<file path="config.mk">
export PLATFORM = sky130hd
export DESIGN_NAME = fan_ramp_ctrl
export DESIGN_NICKNAME = d
export VERILOG_FILES = /design/src/rtl/fan_pkg.sv /design/src/rtl/fan_off_timer.sv /design/src/rtl/fan_ramp_ctrl.sv
export SDC_FILE = /design/constraint.sdc
export NUM_CORES = 1
export LEC_CHECK = 0
export ABC_AREA = 1
export ABC_CLOCK_PERIOD_IN_PS = 4850
export BUFFER_PORTS_ARGS = -buffer_cell sky130_fd_sc_hd__buf_4
export CORE_MARGIN = 4
export CORE_UTILIZATION = 30
export CTS_CLUSTER_SIZE = 8
export DETAILED_ROUTE_END_ITERATION = 6
export GPL_TIMING_DRIVEN = 1
export PLACE_DENSITY = 0.52
export SYNTH_ARGS = -nofsm -noshare
export SYNTH_HDL_FRONTEND = slang
export SYNTH_SLANG_ARGS = --single-unit
</file>
<file path="constraint.sdc">
create_clock -name clk -period 4.85 [get_ports clk]
set_input_delay 0.2425 -clock clk [delete_from_list [all_inputs] [get_ports clk]]
set_output_delay 0.2425 -clock clk [all_outputs]
set_load 0.01 [all_outputs]
</file>
<file path="src/rtl/fan_pkg.sv">
// Shared types and default constants for the fan ramp controller and its off-timer.
// Level, timer preset and FSM encodings live here so both modules agree on them.
package fan_pkg;

  typedef enum logic [1:0] {
    LVL_OFF  = 2'd0,
    LVL_LOW  = 2'd1,
    LVL_MID  = 2'd2,
    LVL_HIGH = 2'd3
  } level_e;

  typedef enum logic [1:0] {
    TMR_NONE = 2'd0,
    TMR_T1   = 2'd1,
    TMR_T2   = 2'd2,
    TMR_T3   = 2'd3
  } timer_sel_e;

  typedef enum logic [1:0] {
    ST_IDLE = 2'd0,
    ST_RAMP = 2'd1,
    ST_HOLD = 2'd2
  } state_e;

  localparam int DEF_DUTY_LOW  = 25;
  localparam int DEF_DUTY_MID  = 50;
  localparam int DEF_DUTY_HIGH = 75;
  localparam int DEF_T1_S      = 60;
  localparam int DEF_T2_S      = 180;
  localparam int DEF_T3_S      = 300;

  // Both selectors wrap around after their last value.
  function automatic level_e nextLevel(level_e lvl);
    return level_e'(lvl + 2'd1);
  endfunction

  function automatic timer_sel_e nextTimer(timer_sel_e sel);
    return timer_sel_e'(sel + 2'd1);
  endfunction

endpackage

</file>
<file path="src/rtl/fan_off_timer.sv">
// Off-timer: preset selection, seconds prescaler on the 1 ms tick and a
// remaining-seconds counter that pulses expire_o on the 1 -> 0 transition.
module fan_off_timer
  import fan_pkg::*;
#(
  parameter int TICKS_PER_S = 1000,
  parameter int T1_S        = DEF_T1_S,
  parameter int T2_S        = DEF_T2_S,
  parameter int T3_S        = DEF_T3_S
) (
  input  logic       clk,
  input  logic       reset_n,
  input  logic       tick_i,
  input  logic       advance_i,
  input  logic       clear_i,
  output logic [1:0] timer_sel_o,
  output logic [8:0] remaining_s_o,
  output logic       expire_o
);

  localparam int SW = (TICKS_PER_S > 1) ? $clog2(TICKS_PER_S) : 1;

  timer_sel_e    sel_q, sel_d;
  logic [8:0]    rem_q, rem_d;
  logic [SW-1:0] sec_q, sec_d;
  logic          secDone;
  logic          expire;

  function automatic logic [8:0] presetOf(timer_sel_e sel);
    case (sel)
      TMR_T1:  return 9'(T1_S);
      TMR_T2:  return 9'(T2_S);
      TMR_T3:  return 9'(T3_S);
      default: return 9'd0;
    endcase
  endfunction

  assign secDone = tick_i && (sel_q != TMR_NONE) && (sec_q == SW'(TICKS_PER_S - 1));
  assign expire  = secDone && (rem_q <= 9'd1);

  // Expiry and clear win over a preset press; a preset load restarts the second.
  always_comb begin
    sel_d = sel_q;
    rem_d = rem_q;
    sec_d = sec_q;
    if (clear_i || expire) begin
      sel_d = TMR_NONE;
      rem_d = 9'd0;
      sec_d = '0;
    end else if (advance_i) begin
      sel_d = nextTimer(sel_q);
      rem_d = presetOf(nextTimer(sel_q));
      sec_d = '0;
    end else if (tick_i && (sel_q != TMR_NONE)) begin
      if (secDone) begin
        sec_d = '0;
        rem_d = rem_q - 9'd1;
      end else begin
        sec_d = sec_q + SW'(1);
      end
    end
  end

  always_ff @(posedge clk or negedge reset_n) begin
    if (!reset_n) begin
      sel_q <= TMR_NONE;
      rem_q <= 9'd0;
      sec_q <= '0;
    end else begin
      sel_q <= sel_d;
      rem_q <= rem_d;
      sec_q <= sec_d;
    end
  end

  assign timer_sel_o   = sel_q;
  assign remaining_s_o = rem_q;
  assign expire_o      = expire;

endmodule

</file>
<file path="src/rtl/fan_ramp_ctrl.sv">
// Fan speed controller: button-selected level, duty ramped one step per
// RAMP_MS ticks toward the level target, with an optional auto-off timer.
module fan_ramp_ctrl
  import fan_pkg::*;
#(
  parameter int RAMP_MS     = 4,
  parameter int TICKS_PER_S = 1000,
  parameter int DUTY_LOW    = DEF_DUTY_LOW,
  parameter int DUTY_MID    = DEF_DUTY_MID,
  parameter int DUTY_HIGH   = DEF_DUTY_HIGH,
  parameter int T1_S        = DEF_T1_S,
  parameter int T2_S        = DEF_T2_S,
  parameter int T3_S        = DEF_T3_S
) (
  input  logic       clk,
  input  logic       reset_n,
  input  logic       tick_1ms,
  input  logic       btn_level_pe,
  input  logic       btn_timer_pe,
  output logic [6:0] duty,
  output logic [1:0] level,
  output logic [1:0] timer_sel,
  output logic [8:0] remaining_s,
  output logic       ramping
);

  localparam int RW = (RAMP_MS > 1) ? $clog2(RAMP_MS) : 1;

  level_e        level_q, level_d, levelByBtn;
  state_e        state_q;
  logic [6:0]    duty_q;
  logic [6:0]    targetNext;
  logic [6:0]    dutyStep;
  logic [RW-1:0] rampCnt_q;
  logic          ramping_q;
  logic          stepNow;
  logic          expire;
  logic          timerAdvance;
  logic          timerClear;

  function automatic logic [6:0] targetOf(level_e lvl);
    case (lvl)
      LVL_LOW:  return 7'(DUTY_LOW);
      LVL_MID:  return 7'(DUTY_MID);
      LVL_HIGH: return 7'(DUTY_HIGH);
      default:  return 7'd0;
    endcase
  endfunction

  function automatic state_e settleState(logic [6:0] tgt);
    return (tgt == 7'd0) ? ST_IDLE : ST_HOLD;
  endfunction

  // Expiry beats a coincident level press; a level press swallows a timer press.
  always_comb begin
    levelByBtn   = nextLevel(level_q);
    level_d      = level_q;
    if (expire) begin
      level_d = LVL_OFF;
    end else if (btn_level_pe) begin
      level_d = levelByBtn;
    end
    timerAdvance = btn_timer_pe && !btn_level_pe && (level_q != LVL_OFF);
    timerClear   = btn_level_pe && (levelByBtn == LVL_OFF);
    targetNext   = targetOf(level_d);
    dutyStep     = (targetNext > duty_q) ? duty_q + 7'd1 : duty_q - 7'd1;
    stepNow      = tick_1ms && (rampCnt_q == RW'(RAMP_MS - 1));
  end

  fan_off_timer #(
    .TICKS_PER_S (TICKS_PER_S),
    .T1_S        (T1_S),
    .T2_S        (T2_S),
    .T3_S        (T3_S)
  ) u_off_timer (
    .clk           (clk),
    .reset_n       (reset_n),
    .tick_i        (tick_1ms),
    .advance_i     (timerAdvance),
    .clear_i       (timerClear),
    .timer_sel_o   (timer_sel),
    .remaining_s_o (remaining_s),
    .expire_o      (expire)
  );

  // A target change restarts the step prescaler but keeps the current duty.
  always_ff @(posedge clk or negedge reset_n) begin
    if (!reset_n) begin
      level_q   <= LVL_OFF;
      state_q   <= ST_IDLE;
      duty_q    <= 7'd0;
      rampCnt_q <= '0;
      ramping_q <= 1'b0;
    end else begin
      level_q <= level_d;
      if (level_d != level_q) begin
        rampCnt_q <= '0;
        if (duty_q != targetNext) begin
          state_q   <= ST_RAMP;
          ramping_q <= 1'b1;
        end else begin
          state_q   <= settleState(targetNext);
          ramping_q <= 1'b0;
        end
      end else begin
        case (state_q)
          ST_IDLE, ST_HOLD: begin
            if (duty_q != targetNext) begin
              state_q   <= ST_RAMP;
              ramping_q <= 1'b1;
              rampCnt_q <= '0;
            end
          end
          ST_RAMP: begin
            if (duty_q == targetNext) begin
              state_q   <= settleState(targetNext);
              ramping_q <= 1'b0;
            end else if (stepNow) begin
              duty_q    <= dutyStep;
              rampCnt_q <= '0;
              if (dutyStep == targetNext) begin
                state_q   <= settleState(targetNext);
                ramping_q <= 1'b0;
              end
            end else if (tick_1ms) begin
              rampCnt_q <= rampCnt_q + RW'(1);
            end
          end
          default: begin
            state_q   <= ST_IDLE;
            ramping_q <= 1'b0;
          end
        endcase
      end
    end
  end

  assign duty    = duty_q;
  assign level   = level_q;
  assign ramping = ramping_q;

endmodule

</file>
* Word level (Yosys, flattened, before mapping)
Index checks and enable logic that the tools add are counted.
** Storage, ports and cells
- Register bits after elaboration :: 35
- Output and inout bits :: 21
- Input bits :: 5
** Cells by class
- Equality and inequality tests :: 19
- Mux-type cells :: 36
- Bitwise gates (word level) :: 2
- Order comparisons :: 2
- Add/subtract/negate cells :: 7
- Reductions and logical operators :: 23
** Operator list (number)
- $mux 10 :: 4
- $mux 9 :: 4
- $mux 2 :: 16
- $pmux 9 s3 :: 1
- $pmux 7 s3 :: 1
- $eq 7x7->1 :: 2
- $eq 2x2->1 const B :: 6
- $ne 4x4->1 const B :: 3
- $add 10x1->10 const B :: 1
- $eq 10x10->1 const B :: 1
- $le 9x1->1 const B :: 1
- $reduce_bool 3->1 :: 3
- $sub 9x1->9 const B :: 1
- $pmux 2 s2 :: 2
- $reduce_and 4->1 :: 2
- $add 7x1->7 const B :: 1
- $gt 7x7->1 :: 1
- $logic_and 1x1->1 :: 7
- $logic_not 7->1 :: 1
- $mux 7 :: 1
- $ne 7x7->1 :: 1
- $sub 7x1->7 const B :: 1
- $add 2x1->2 const B :: 3
- $eq 2x1->1 const B :: 3
- other kinds (12) :: 22

* Longest topological paths before layout
- Depth after elaboration :: 15
- Mapped depth :: 35

* Cells and area by module
A second synthesis with hierarchy kept.
** Unflattened totals
- Cells, all modules :: 392
- Area total of the unflattened synthesis :: 2768.9 um^2
** Modules (own cells, without submodules)
- fan_off_timer :: cells an instance 204, times used 1, area each 1430.1 um^2, seq. area each 525.5 um^2
- fan_ramp_ctrl :: cells an instance 188, times used 1, area each 1338.8 um^2, seq. area each 350.3 um^2

* Worst setup path before layout
OpenSTA, ideal clock, no wires.
- Path kind :: flip-flop to flip-flop
- Start point :: register u_off_timer.sel_q[0] (netlist: u_off_timer.timer_sel_o[0])
- End point :: register ramping_q (netlist: ramping)
- Cell stages (with the launch flop) :: 32
- Period minus slack after synthesis :: 4.129 ns
- Data required time :: 4.726 ns
- Arrival :: 4.005 ns
- Path buffers :: 0
- Slack :: 0.721 ns
- Cells stage by stage :: dfrtp_1 -> inv_1 -> ha_1 -> inv_1 -> nand2_2 -> nor2_2 -> nand3_4 -> inv_2 -> nand2_4 -> nand2_1 -> inv_1 -> ha_1 -> nor2_1 -> inv_1 -> ha_1 -> nand2_1 -> nor2_1 -> nand4_2 -> nand2_1 -> ha_1 -> a21oi_1 -> nand2_1 -> nand2_1 -> nand2_1 -> nand2_1 -> nand3_1 -> nor2_1 -> nand3_1 -> o21bai_1 -> nand2_1 -> nand2_1 -> nand2_1
** Between the ends
- Longest elaborated chain between the ends :: 12
- Elaborated cells on any way between the ends :: 23
** RTL lines
- start: declaration :: RTL line fan_off_timer.sv:23 : timer_sel_e sel_q, sel_d;
- start signal: assignment :: RTL line fan_off_timer.sv:70 : sel_q <= sel_d;
- $reduce_bool 2->1 (*) :: RTL line fan_off_timer.sv:38 : assign secDone = tick_i && (sel_q != TMR_NONE) && (sec_q == SW'(TICKS_PER_S - 1));
- $logic_and 1x1->1 (*) (2 in series) :: RTL line fan_off_timer.sv:38
- $logic_and 1x1->1 (*) :: RTL line fan_off_timer.sv:39 : assign expire = secDone && (rem_q <= 9'd1);
- $mux 2 (*) :: RTL line fan_ramp_ctrl.sv:58 : if (expire) begin
- via level_d[0] :: RTL line fan_ramp_ctrl.sv:29 : level_e level_q, level_d, levelByBtn;
- $eq 2x2->1 or $eq 2x1->1 (tied branches) :: RTL line fan_ramp_ctrl.sv:42 : case (lvl)
- $pmux 7 s3 :: RTL line fan_ramp_ctrl.sv:42
- $gt 7x7->1 :: RTL line fan_ramp_ctrl.sv:66 : dutyStep = (targetNext > duty_q) ? duty_q + 7'd1 : duty_q - 7'd1;
- $mux 7 :: RTL line fan_ramp_ctrl.sv:66
- $eq 7x7->1 :: RTL line fan_ramp_ctrl.sv:121 : if (dutyStep == targetNext) begin
- $ne 4x4->1 (no line)
- $reduce_and 3->1 (no line)
- end signal: assignment :: RTL line fan_ramp_ctrl.sv:117 : ramping_q <= 1'b0;
- end signal: assignment :: RTL line fan_ramp_ctrl.sv:123 : ramping_q <= 1'b0;
- end signal: assignment :: RTL line fan_ramp_ctrl.sv:131 : ramping_q <= 1'b0;
- end: declaration :: RTL line fan_ramp_ctrl.sv:35 : logic ramping_q;
The timed path passes the listed nets; every way through them passes the cells marked *.
A chain may end at the register's enable or synchronous reset.

* Worst setup path in the final report
Same ends and word-level chain as after synthesis.

==> impl_metrics.env <==
export IMPL_clock_sinks=35
export IMPL_synth_edf_count=0
export IMPL_ys_seq_elements=35
export IMPL_yosysWarnings=0
export IMPL_power_density_mw_per_mm2=594
export IMPL_routed_wl_um=6420
export IMPL_place_gp_congestion=0.843
export IMPL_num_io_pins=26
export IMPL_synth_async_sr_flop_share_pct=100
export IMPL_viasPerCell=4.70
export IMPL_numCtsBuffers=5
export IMPL_fin_ws_ps=484
export IMPL_critPathRequiredTime_ps=5010
export IMPL_r2r_slack_ps=480
export IMPL_netlist_instances=362
export IMPL_grt_remaining_overflow=0
export IMPL_vias=2357
export IMPL_cp_slowest_cell="dfrtp_2"
export IMPL_port_buffers=25
export IMPL_maxSlewViolCount=0
export IMPL_finClkSkew_ps=13.9
export IMPL_cts_setup_buffers=0
export IMPL_status="complete, no violations"
export IMPL_die_width_um=103
export IMPL_cts_tree="yes"
export IMPL_final_setup_tns_ps=0
export IMPL_fin_cells=502
export IMPL_setup_viol=0
export IMPL_drv_cap=0
export IMPL_reg2reg_depth=29
export IMPL_dp_cells=493
export IMPL_rr_startpoint="u_off_timer.timer_sel_o[0]"
export IMPL_worstHoldEndpoint="u_off_timer.remaining_s_o[1]"
export IMPL_num_rows=34
export IMPL_yosysSeqAreaShare_pct=32.5
export IMPL_syn_area_mm2=0.00269
export IMPL_place_ws_ps=152
export IMPL_period_minus_slack_ps=4370
export IMPL_dieArea_mm2=0.0106
export IMPL_area_growth_pct=17.7
export IMPL_worstSetupPathType="register to register"
export IMPL_dieHeight_um=103
export IMPL_nNetsFinal=425
export IMPL_cpPeakStageDelay_ps=410
export IMPL_nFillCells=884
export IMPL_ir_worst_vdd_uv=276
export IMPL_grt_max_degree=36
export IMPL_antenna_cells=0
export IMPL_clk_latency_ps=290
export IMPL_synth_main_ff_cell="dfrtp_1"
export IMPL_cp_arrival_ps=4530
export IMPL_htreeDepth=2
export IMPL_crit_path_frequent_cell="nand2_1"
export IMPL_drt_iter0_drc=56
export IMPL_max_freq_mhz=229
export IMPL_synth_distinct_cells=35
export IMPL_relSlewSlack_pct=51.3
export IMPL_dp_hpwl_um=4870
export IMPL_grtUsageTotal_pct=13.1
export IMPL_initial_utilization_pct=30.9
export IMPL_layout_drive_gt1_share_pct=19.5
export IMPL_grt_pass1_wl_um=11000
export IMPL_root_buffer="clkbuf_8"
export IMPL_grt_pass1_vias=2399
export IMPL_clkTransAtPathRegs_ps=80
export IMPL_r2r_end="ramping"
export IMPL_core_area_mm2=0.00872
export IMPL_whs_path_depth=4
export IMPL_hold_start="btn_level_pe"
export IMPL_setup_worst_path_end_class="register"
export IMPL_post_drt_wl_per_cell_um=12.8
export IMPL_postSynthAreaPerCell_um2=7.43
export IMPL_grt_antenna_before_repair=0
export IMPL_min_path_type="primary input to register"
export IMPL_ant_nets=0
export IMPL_first_pass_iters=4
export IMPL_period_share_pct=90.0
export IMPL_clockBufferDepth=2
export IMPL_syn_num_nets=394
export IMPL_hold_viol=0
export IMPL_path_max_fanout=7
export IMPL_drcViolationCount=0
export IMPL_worst_pin_slew_ps=726
export IMPL_crit_path_start_kind="register"
export IMPL_leakage_nw=1.57
## registers in the layout, indices dropped and copies added, names as in the netlist
| name | count |
|---|---|
| u_off_timer.timer_sel_o | 2 |
| u_off_timer.sec_q | 10 |
| u_off_timer.remaining_s_o | 9 |
| duty | 7 |
| rampCnt_q | 2 |
| level | 2 |
| state_q | 2 |
| ramping | 1 |
## cells in the mapped netlist (4+ instances only)
cell type  instances  area (um^2)
nand3b_1           4         30.0
o21ai_0           18         90.1
nor2_4             5         56.3
inv_2             14         52.6
inv_1             50          188
dfrtp_1           35          876
a21oi_1           13         65.1
nand2_1           85          319
nand2_2            4         25.0
nand4_1            5         31.3
ha_1              26          325
o21ai_1            9         45.0
nor3_1            11         55.1
nand3_1           26          130
nor2_1            22         82.6
xor2_1             9         78.8
## metrics by stage
| step | utilization, % | total power (W) | area (um^2) | hold WS (ps) |
|---|---|---|---|---|
| 2_1_floorplan | - | 0.00128 | 2690 | -53.1 |
| 3_3_place_gp | 34.4 | 0.00158 | 3000 | 244 |
| 3_5_place_dp | 34.4 | 0.00158 | 3000 | 252 |
| 4_1_cts | 35.5 | 0.00182 | 3090 | 372 |
| 5_1_grt | 36.3 | 0.00211 | 3170 | 405 |
| 6_report | 36.3 | 0.00188 | 3170 | 370 |
## layout make-up
type | instances | area (um^2) | share of cell area [%]
multi-input cells | 261 | 1630 | 51.5
flip-flops and latches | 35 | 877 | 27.7
clock buffers | 6 | 72.6 | 2.29
well taps | 108 | 135 | 4.27
repair buffers | 26 | 198 | 6.24
clock inverters | 2 | 12.5 | 0.395
inverters | 64 | 240 | 7.58
## placed cells by master, fill, tap and decap left out, types with 2 or more instances in the layout
cell type,instances
buf_4,25
xor2_1,9
inv_2,14
nor3_1,11
inv_1,50
nor2_4,6
clkbuf_8,5
xnor2_1,2
nor2_2,4
nand3b_1,4
nand2_2,4
nand2_1,84
nand2_4,3
nor2_1,20
dfrtp_1,34
o21ai_1,9
o21ai_0,18
nand4_1,5
nand3_1,26
ha_4,3
nor4_1,2
ha_1,23
a21oi_1,12
## cells by family after synthesis
| kind of cell | count (synthesis) | synth area share (%) |
|---|---|---|
| compound gates | 48 | 10.0 |
| fa+ha+maj | 27 | 12.8 |
| buf+inv | 66 | 9.53 |
| xor+xnor | 11 | 3.58 |
| flops | 35 | 32.5 |
| simple gates | 175 | 31.5 |
## critical path: cells and delay by family (launching register included)
kind / cells / cell delay, ps
and+or+nand+nor: 18 / 1880
adders and majority gates: 4 / 1050
AOI/OAI and AO/OA: 2 / 480
buffers and inverters: 5 / 420
DFF: 1 / 410
## per-layer routing
metal / GRT usage (%) / up-vias / share of wire [%]
li1: - / 1227 / -
met1: 16.6 / 1082 / 48
met2: 22.6 / 40 / 47
met3: 2.50 / 8 / 4.2
met4: 3.83 / 0 / 1.5
met5: 0 / - / 0
## power breakdown
group | leakage (nW) | internal [W] | switching, W
Clock | 0.0412 | 0.000101 | 0.000121
Combinational | 1.08 | 0.000463 | 0.000736
Sequential | 0.440 | 0.000374 | 0.0000880
Total | 1.57 | 0.000937 | 0.000945
## what timing repair did
item,CTS,global route
endpoints found under the setup margin,0,3
hold endpoints to repair,35,0
resized for setup,0,15
hold buffers,1,0
## how the worst max path moves through the flow
stage,start,to,slack [ps],cells after the start
2_1_floorplan,u_off_timer.timer_sel_o[0],ramping,720,31
3_3_place_gp,u_off_timer.timer_sel_o[0],ramping,340,31
5_1_grt,u_off_timer.timer_sel_o[0],ramping,-30,29
3_5_place_dp,u_off_timer.timer_sel_o[0],ramping,150,31
6_report,u_off_timer.timer_sel_o[0],ramping,480,29
4_1_cts,u_off_timer.timer_sel_o[0],ramping,90,31
Note: power is estimated with default switching activity, not from simulation.
